`config.mk`:
```
export PLATFORM = sky130hd
export DESIGN_NAME = sonar_sequencer
export DESIGN_NICKNAME = d
export VERILOG_FILES = /design/src/rtl/sonar_pkg.sv /design/src/rtl/echo_sync.sv /design/src/rtl/sonar_sequencer.sv
export SDC_FILE = /design/constraint.sdc
export NUM_CORES = 1
export LEC_CHECK = 0
export BUFFER_PORTS_ARGS = -buffer_cell sky130_fd_sc_hd__buf_2
export CORE_MARGIN = 2
export CORE_UTILIZATION = 52
export DETAILED_ROUTE_END_ITERATION = 12
export GPL_ROUTABILITY_DRIVEN = 0
export PLACE_DENSITY = 0.78
export SLEW_MARGIN = 5
export SYNTH_ARGS = -nofsm -noshare
export SYNTH_HDL_FRONTEND = slang
export SYNTH_SLANG_ARGS = --single-unit
```
`constraint.sdc`:
```
create_clock -name clk -period 12.25 [get_ports clk]
set_input_delay 1.225 -clock clk [delete_from_list [all_inputs] [get_ports clk]]
set_output_delay 1.225 -clock clk [all_outputs]
set_load 0.01 [all_outputs]
```
`src/rtl/sonar_pkg.sv`:
```
`default_nettype none
// ============================================================================
// Module      : sonar_pkg
// Description : Shared state encoding, default timing constants and helpers
//               for the ultrasonic ranging sequencer.
// Revision    : 1.0 - initial release
// ============================================================================
package sonar_pkg;

  typedef enum logic [2:0] {
    ST_IDLE      = 3'd0,
    ST_TRIG      = 3'd1,
    ST_WAIT_RISE = 3'd2,
    ST_MEASURE   = 3'd3,
    ST_HOLDOFF   = 3'd4
  } state_t;

  localparam int DEF_CLK_HZ      = 50_000_000;
  localparam int DEF_TRIG_CYC    = 500;
  localparam int DEF_CYC_PER_CM  = 2900;
  localparam int DEF_RISE_TO_CYC = 1_500_000;
  localparam int DEF_MAX_CM      = 400;
  localparam int DEF_PERIOD_CYC  = 3_000_000;
  localparam int DEF_NEAR_CM     = 5;

  localparam int CM_W = 16;

  // Counter width able to hold the largest cycle count handed in.
  function automatic int count_width(input int a, input int b, input int c,
                                     input int d, input int e);
    int m;
    m = a;
    if (b > m) m = b;
    if (c > m) m = c;
    if (d > m) m = d;
    if (e > m) m = e;
    return $clog2(m) + 1;
  endfunction

endpackage
`default_nettype wire

```
`src/rtl/echo_sync.sv`:
```
`default_nettype none
// ============================================================================
// Module      : echo_sync
// Description : Two-flop synchronizer bringing the asynchronous echo into clk.
// Revision    : 1.0 - initial release
// ============================================================================
module echo_sync (
  input  logic clk,
  input  logic reset,
  input  logic d,
  output logic q
);

  logic meta_q;
  logic sync_q;

  always_ff @(posedge clk) begin
    if (reset) begin
      meta_q <= 1'b0;
      sync_q <= 1'b0;
    end else begin
      meta_q <= d;
      sync_q <= meta_q;
    end
  end

  assign q = sync_q;

endmodule
`default_nettype wire

```
`src/rtl/sonar_sequencer.sv`:
```
`default_nettype none
// ============================================================================
// Module      : sonar_sequencer
// Description : Trigger / echo-timing sequencer for an ultrasonic ranger;
//               converts echo width to centimetres with a wrap counter.
// Revision    : 1.0 - initial release
// ============================================================================
module sonar_sequencer
  import sonar_pkg::*;
#(
  parameter int CLK_HZ      = DEF_CLK_HZ,
  parameter int TRIG_CYC    = DEF_TRIG_CYC,
  parameter int CYC_PER_CM  = DEF_CYC_PER_CM,
  parameter int RISE_TO_CYC = DEF_RISE_TO_CYC,
  parameter int MAX_CM      = DEF_MAX_CM,
  parameter int PERIOD_CYC  = DEF_PERIOD_CYC,
  parameter int NEAR_CM     = DEF_NEAR_CM
) (
  input  logic            clk,
  input  logic            reset,
  input  logic            enable,
  input  logic            stop,
  input  logic            echo,
  output logic            trigger,
  output logic [CM_W-1:0] cm,
  output logic            cm_valid,
  output logic            timeout,
  output logic            near,
  output logic            busy
);

  localparam int CNT_W = count_width(CLK_HZ, PERIOD_CYC, RISE_TO_CYC,
                                     TRIG_CYC, CYC_PER_CM);

  localparam logic [CNT_W-1:0] TRIG_LAST   = CNT_W'(TRIG_CYC - 1);
  localparam logic [CNT_W-1:0] RISE_LAST   = CNT_W'(RISE_TO_CYC - 1);
  localparam logic [CNT_W-1:0] PERIOD_LAST = CNT_W'(PERIOD_CYC - 1);
  localparam logic [CNT_W-1:0] CPC_LAST    = CNT_W'(CYC_PER_CM - 1);
  localparam logic [CM_W-1:0]  MAX_CM_L    = CM_W'(MAX_CM);
  localparam logic [CM_W-1:0]  NEAR_CM_L   = CM_W'(NEAR_CM);

  state_t           state_q,     state_d;
  logic             trigger_q,   trigger_d;
  logic [CM_W-1:0]  cm_q,        cm_d;
  logic             cm_valid_q,  cm_valid_d;
  logic             timeout_q,   timeout_d;
  logic             near_q,      near_d;
  logic [CNT_W-1:0] period_q,    period_d;
  logic [CNT_W-1:0] cnt_q,       cnt_d;
  logic [CNT_W-1:0] sub_q,       sub_d;
  logic [CM_W-1:0]  cm_cnt_q,    cm_cnt_d;
  logic             echo_prev_q, echo_prev_d;

  logic             echo_s;
  logic             echo_rise;
  logic             echo_fall;
  logic             start_ok;
  logic [CNT_W-1:0] base_sub;
  logic [CM_W-1:0]  base_cm;
  logic             tick_wrap;
  logic [CNT_W-1:0] tick_sub;
  logic [CM_W-1:0]  tick_cm;

  echo_sync u_echo_sync (
    .clk   (clk),
    .reset (reset),
    .d     (echo),
    .q     (echo_s)
  );

  assign echo_rise = echo_s & ~echo_prev_q;
  assign echo_fall = ~echo_s & echo_prev_q;
  assign start_ok  = enable & ~stop;

  // The rising-edge cycle is itself the first high cycle, so counting starts
  // from zero there and continues from the held counters inside MEASURE.
  always_comb begin
    base_sub  = (state_q == ST_MEASURE) ? sub_q : '0;
    base_cm   = (state_q == ST_MEASURE) ? cm_cnt_q : '0;
    tick_wrap = (base_sub == CPC_LAST);
    tick_sub  = tick_wrap ? '0 : base_sub + 1'b1;
    tick_cm   = tick_wrap ? base_cm + 1'b1 : base_cm;
  end

  always_comb begin
    state_d     = state_q;
    trigger_d   = trigger_q;
    cm_d        = cm_q;
    cm_valid_d  = 1'b0;
    timeout_d   = 1'b0;
    near_d      = near_q;
    period_d    = (period_q >= PERIOD_LAST) ? period_q : period_q + 1'b1;
    cnt_d       = cnt_q;
    sub_d       = sub_q;
    cm_cnt_d    = cm_cnt_q;
    echo_prev_d = echo_s;

    case (state_q)
      ST_IDLE: begin
        if (start_ok) begin
          state_d   = ST_TRIG;
          trigger_d = 1'b1;
          period_d  = '0;
          cnt_d     = '0;
        end
      end

      ST_TRIG: begin
        if (cnt_q == TRIG_LAST) begin
          state_d   = ST_WAIT_RISE;
          trigger_d = 1'b0;
          cnt_d     = '0;
        end else begin
          cnt_d = cnt_q + 1'b1;
        end
      end

      ST_WAIT_RISE: begin
        if (echo_rise) begin
          state_d  = ST_MEASURE;
          sub_d    = tick_sub;
          cm_cnt_d = tick_cm;
        end else if (cnt_q == RISE_LAST) begin
          state_d   = ST_HOLDOFF;
          timeout_d = 1'b1;
          near_d    = 1'b0;
        end else begin
          cnt_d = cnt_q + 1'b1;
        end
      end

      ST_MEASURE: begin
        if (echo_fall) begin
          state_d = ST_HOLDOFF;
          if (cm_cnt_q >= MAX_CM_L) begin
            timeout_d = 1'b1;
            near_d    = 1'b0;
          end else begin
            cm_d       = cm_cnt_q;
            cm_valid_d = 1'b1;
            near_d     = (cm_cnt_q <= NEAR_CM_L);
          end
        end else if (tick_cm >= MAX_CM_L) begin
          state_d   = ST_HOLDOFF;
          timeout_d = 1'b1;
          near_d    = 1'b0;
        end else begin
          sub_d    = tick_sub;
          cm_cnt_d = tick_cm;
        end
      end

      ST_HOLDOFF: begin
        if (period_q >= PERIOD_LAST) begin
          if (start_ok) begin
            state_d   = ST_TRIG;
            trigger_d = 1'b1;
            period_d  = '0;
            cnt_d     = '0;
          end else begin
            state_d = ST_IDLE;
          end
        end
      end

      default: begin
        state_d   = ST_IDLE;
        trigger_d = 1'b0;
      end
    endcase

    // Abort wins over every transition but keeps the last good result.
    if (stop) begin
      state_d    = ST_IDLE;
      trigger_d  = 1'b0;
      cm_valid_d = 1'b0;
      timeout_d  = 1'b0;
      cm_d       = cm_q;
      near_d     = near_q;
    end
  end

  always_ff @(posedge clk) begin
    if (reset) begin
      state_q     <= ST_IDLE;
      trigger_q   <= 1'b0;
      cm_q        <= '0;
      cm_valid_q  <= 1'b0;
      timeout_q   <= 1'b0;
      near_q      <= 1'b0;
      period_q    <= '0;
      cnt_q       <= '0;
      sub_q       <= '0;
      cm_cnt_q    <= '0;
      echo_prev_q <= 1'b0;
    end else begin
      state_q     <= state_d;
      trigger_q   <= trigger_d;
      cm_q        <= cm_d;
      cm_valid_q  <= cm_valid_d;
      timeout_q   <= timeout_d;
      near_q      <= near_d;
      period_q    <= period_d;
      cnt_q       <= cnt_d;
      sub_q       <= sub_d;
      cm_cnt_q    <= cm_cnt_d;
      echo_prev_q <= echo_prev_d;
    end
  end

  assign trigger  = trigger_q;
  assign cm       = cm_q;
  assign cm_valid = cm_valid_q;
  assign timeout  = timeout_q;
  assign near     = near_q;
  assign busy     = (state_q != ST_IDLE);

endmodule
`default_nettype wire

```
* After elaboration in Yosys (flattened, before gate mapping)
Index checks and enable logic that the tools add are counted.
** Operators by class
- $add $sub $neg :: 4
- $lt $le $gt $ge :: 4
- Equal/unequal tests :: 18
- Muxes and demuxes :: 48
- Bitwise operators :: 10
- Reductions and logical operators :: 13
** Operator list (count)
- $mux 27 :: 13
- $pmux 27 s2 :: 2
- $pmux 27 s4 :: 1
- $add 27x1->27 const B :: 3
- $mux 16 :: 5
- $ge 16x9->1 const B :: 2
- $pmux 16 s2 :: 1
- $eq 27x12->1 const B :: 1
- $eq 27x21->1 const B :: 1
- $eq 27x9->1 const B :: 1
- $ge 27x22->1 const B :: 1
- $mux 3 :: 7
- $ne 2x2->1 const B :: 9
- $add 16x1->16 const B :: 1
- $le 16x3->1 const B :: 1
- $mux 1 :: 15
- $pmux 3 s5 :: 1
- $reduce_and 4->1 :: 3
- $reduce_and 5->1 :: 2
- $not 1->1 :: 7
- $eq 3x2->1 const B :: 2
- $pmux 1 s2 :: 2
- $pmux 1 s4 :: 1
- $reduce_bool 4->1 :: 1
- 11 further kinds :: 14
** Word-level totals
- Register bits :: 123
- Bits of input ports :: 5
- Logic and storage cells :: 110

* Longest topological paths before layout
- Depth in word-level cells :: 8
- Gate-level depth with buffers :: 17
- Gate-level depth less buffers :: 11

* Modules after synthesis
Synthesis repeated with hierarchy kept, for this count alone.
** Unflattened totals
- Cell total of the unflattened synthesis :: 803
- Area total of the unflattened synthesis :: 6274.8 um2
** By module, submodules not included
- sonar_sequencer :: times used 1, cells an instance 799, area each 6222.2 um2, sequential area each 2422.3 um2
- echo_sync :: times used 1, cells an instance 4, area each 52.6 um2, sequential area each 40.0 um2

* Worst setup path before layout
Ideal clock, no wire load.
- Kind :: register -> register
- From :: register state_q[2]
- To :: register sub_q[16]
- Library setup time :: 0.091 ns
- Arrival :: 4.045 ns
- Data required time :: 12.159 ns
- Setup slack :: 8.114 ns
- Stages on the path, launching flop included :: 16
- Period minus slack after synthesis :: 4.136 ns
- Path through :: dfxtp_1 > clkbuf_1 > and3b_1 > clkbuf_1 > clkbuf_1 > clkbuf_1 > and2_1 > ha_1 > nor4b_2 > nand4_1 > nor4_1 > xnor2_1 > nand2_1 > or3_4 > or4_1 > a311oi_1
** Between the ends
- Cells in the longest elaborated chain, start to end :: 7
- Elaborated cells on any way between the ends :: 19
** Ends and longest elaborated chain
- start, declared :: RTL line sonar_sequencer.sv:42 : state_t state_q, state_d;
- start signal, assigned :: RTL line sonar_sequencer.sv:197 : state_q <= state_d;
- $eq 3x2->1 :: RTL line sonar_sequencer.sv:78, sonar_sequencer.sv:79, sonar_sequencer.sv:98
- $mux 16 / $mux 27 (equally long branches) :: RTL line sonar_sequencer.sv:79, sonar_sequencer.sv:78
- $add 16x1->16, or another cell as far along :: RTL line sonar_sequencer.sv:82 : tick_cm = tick_wrap ? base_cm + 1'b1 : base_cm;
- $mux 16 / $mux 27 (equally long branches) :: RTL line sonar_sequencer.sv:82, sonar_sequencer.sv:81
- $ge 16x9->1 / $mux 27 (equally long branches) :: RTL line sonar_sequencer.sv:143 : end else if (tick_cm >= MAX_CM_L) begin
- $ne 2x2->1 (no source line) / $mux 27 (equally long branches)
- $reduce_and 4->1 (no source line) / $pmux 27 s2 (equally long branches)
- end signal, assigned :: RTL line sonar_sequencer.sv:205 : sub_q <= sub_d;
- end, declared :: RTL line sonar_sequencer.sv:50 : logic [CNT_W-1:0] sub_q, sub_d;
Several ways; a longest one is shown, not always the timed one. The select of a mux whose other input is x is not followed.
A chain may end at the register's enable or synchronous reset.

* Worst setup path in the final report
- From :: register state_q[1]
- To :: register sub_q[11]
The elaborated chain is that of the path after synthesis.

==> flow_results.org <==
** Yosys
- Per-instance average area after synthesis :: 8.07 um2
- Area of the mapped netlist :: 6510 um2
- Proportion of synthesized chip area in sequential cells :: 0.378
- Post-synth EDFFs :: 0
- Yosys cell types :: 72
- Post-Synthesis Cells :: 806
- Predominant post-synthesis flop cell :: dfxtp_1
- Most area-consuming cells after synthesis :: dfxtp_1, nor2_1, xor2_1, nand4_1, nand3_1
- Number of synthesized register bits :: 123
- FFs w/ async S/R, synth :: 0
- The share of synthesized area in the top cell type comes to 0.378.
- Warnings, synthesis :: 0
- When the netlist entered floorplanning its net count stood at 815.
- Cell type with the highest aggregate area in the netlist :: dfxtp_1

** Global route
- The initial antenna violation count is 0.
- Global-route track usage on met2 :: 0.424
- Largest net degree at the start of global routing :: 63
- For met1 alone, demand over resource in global routing was 0.342.
- Total overflow reported by the global router :: 0
- Global-route total usage across every layer :: 0.270
- Global-route wire length before repair :: 28500 um
- Number of global-route vias before repair :: 5844
- Met3 usage in global routing :: 0.0612
- GRT busiest layer :: met2

** Detailed routing
- Antenna-violating nets left :: 0
- After detailed routing, the total wire length is 17200 um.
- Drc violations :: 0
- In this run, the number of DRC markers left after iteration 0 of detailed routing was 688.
- The first detailed-routing pass ran for 6 iterations.
- Using the TritonRoute via totals, the vias-per-cell ratio works out to 6.37.
- After detailed routing, the average wire length per cell comes to 17.3 um.
- Via count :: 6337

** Setup path
- Broken down by cell family, the worst path's largest delay share belongs to simple AND/OR/NAND/NOR gates.
- Cell at the slowest stage of the critical path :: nand4_1
- On the worst path, the slowest cell contributes a delay of 0.57 ns.
- Critical-path cell list :: and3b_1 -> buf_4 -> and2_1 -> ha_1 -> nor4b_2 -> nand2_1 -> nor4_1 -> xor2_1 -> a211o_1 -> nand4_1 -> nand2_1 -> o311ai_0
- Sort of element at the end of the critical path :: register
- At the worst endpoint, the arrival time is 5.00 ns.
- Along the worst path, the maximum fanout reaches 30.
- Cell seen most often among critical-path stages :: nand2_1
- CP Launch Type :: register
- Required time reported for the critical path endpoint :: 12.55 ns
- Bufs and invs on worst path :: 1
- Critical path start-end classification :: register to register

** Min path
- Type of the tightest min-delay check :: register to register

** Cells and area
- Ratio of cells with drive above 1 in the final layout :: 0.105
- Number of nets in the final layout :: 823
- Antenna Diode Count :: 0
- Post-synthesis to final-layout area growth :: 13.1%

** Die
- The initial utilization of the core area, before any placement, comes to 0.537.
- Count of boundary I/O pins :: 26
- From left edge to right edge, the die measures 116 um.
- In this run the core area contains 40 standard-cell rows.
- DIE AREA :: 13400 um2
- CORE AREA :: 12100 um2
- Height of the chip :: 116 um

** STA
- The tightest hold path in the finished design has a slack of 0.435 ns.
- Setup repair after global routing left no endpoint under its margin.
- Remaining max-slew budget at the tightest pin :: 0.109
- Static timing analysis puts the maximum clock frequency at 213 MHz.
- Final worst-path cycle share :: 0.383
- Worst Setup Slack, final :: 7.55 ns
- For the final routed database, the setup TNS stands at 0 ns.
- Clk_skew :: 0.00749 ns
- At the pin with the least slew margin, the transition time is 1.33 ns.
- Setup violations remaining at the end of the flow were counted as 0.
- Final hold violation count :: 0
- Counting I/O delays and the setup requirement, the final critical path takes 4.70 ns.
- The final count of pins violating max slew came to 0.

** Clock tree
- CTS built an H-tree with a depth of 4.
- CTS tree :: done
- Post-CTS repair changed the size of 0 cells.
- Counting along the longest clock path gives a buffer depth of 2.
- The root buffer cell chosen for the clock tree is clkbuf_16.
- Count of hold-fix buffers inserted at cts :: 0
- After clock tree synthesis, the clock-pin slew on the worst setup and hold paths is 0.05 ns.
- Later-pin clock latency in the skew report :: 0.43 ns
- Post-CTS setup buffer count :: 0
- Counting the buffers created by CTS gives 17.
- Clock tree synthesis found a total of 123 sinks.

** Placement
- Number of buffer cells added on primary ports :: 25
- Detailed placement ended at an HPWL of 11600 um.
- At the placement stage, the worst setup path has a slack of 7.71 ns.

** Power and ir drop
- PD cells :: 129 nW/um2
- Leak pwr :: 2.58 nW
- Maximum ir drop on the vdd rail :: 0.0926 mV

** Outcome
- Run status :: completed

** Run
- The tool flagged a number of max-cap violations equal to 0.
[state kept, by name (all words and copies together) (netlist names), 3 cells and up]
register,flops
cnt_q,27
state_q,3
period_q,27
sub_q,27
cm,16
cm_cnt_q,16
[path summary, 6_finish.rpt]
path                                                     from                       end  slack, ns  cells past startpoint
worst min register to register  u_echo_sync.meta_q$_SDFF_PP0_  u_echo_sync.q$_SDFF_PP0_       0.43                      1
worst max-delay path                  state_q[1]$_SDFFE_PP0P_    sub_q[11]$_SDFFE_PP0P_       7.55                     12
worst min-delay path            u_echo_sync.meta_q$_SDFF_PP0_  u_echo_sync.q$_SDFF_PP0_       0.43                      1
worst max register to register        state_q[1]$_SDFFE_PP0P_    sub_q[11]$_SDFFE_PP0P_       7.55                     12
[layout by cell type (no fill, tap or decap), types with 4 or more instances in the layout]
cell type and instances:
nand2b_1 4, or4_1 7, nor2_1 108, or3_1 11
and3_1 25, o211ai_1 4, nor2b_1 10, mux2i_1 14
nor3_1 29, o21ai_0 18, buf_2 25, clkbuf_16 17
o31ai_1 4, a31oi_1 15, buf_4 8, a211oi_1 8
xor2_1 36, nand2_1 65, nor4_1 17, nand3_1 56
and2_1 17, dfxtp_1 123, a21oi_1 21, ha_1 4
o311ai_0 5, xnor2_1 11, nand4_1 45, a21boi_0 4
and4_1 11, clkinvlp_4 5, or2_2 6, inv_1 16
[layout make-up]
class                   instances  area [um2]
clock buffers                  21         470
clock inverters                11         143
fillers                      1024        4750
inverters                      16        60.1
multi-input cells             623        3830
flip-flops and latches        123        2460
well taps                     168         210
repair buffers                 33         185
[logic make-up after synthesis]
family                   share of synthesized area
adder cells (fa/ha/maj)                    0.00769
flip-flops                                   0.378
AND/OR/NAND/NOR                              0.360
XOR/XNOR                                    0.0633
multiplexers                                0.0250
buffers and inverters                       0.0352
AO/OA/AOI/OAI                                0.130
[routing by layer]
metal  routed length (um)  part of all wire
met4                  693             0.040
met3                 1370             0.080
met2                 7990              0.47
met1                 7110              0.41
met5                    0                 0
[cells in the mapped netlist (all sizes together) (3+ instances only)]
library cell and n:
or3 12, nor2 108, ha 4, a21boi 4, a32o 3, or2 6, and3 25, xor2 36
and4 11, a311oi 3, nor3 30, nor4 21, o32ai 3, buf 6, o21ai 21, a211oi 8
nand2 65, and2 17, nor2b 10, inv 16, or4 7, a21oi 21, xnor2 11, clkbuf 38
nand3 57, o311ai 5, nand4 46, dfxtp 123, o211ai 4, nor4bb 3, nand2b 4, mux2i 14
a31oi 15, o31ai 4, a22oi 3
[report_power, final]
group | total, mW | internal, mW | switching [mW]
Clock | 0.516 | 0.334 | 0.182
Combinational | 0.0300 | 0.00799 | 0.0220
Sequential | 0.405 | 0.403 | 0.00296
[metrics by stage]
stage	power (mW)	std cells	area (um2)	util
finish	0.952	995	7360	0.608
global route	0.979	995	7360	0.608
CTS	0.958	995	7360	0.608
detailed placement	0.443	963	6750	0.557
global placement	0.443	963	6750	0.557
floorplan	0.436	806	6510	-
Power figures use the tool's default switching activity.
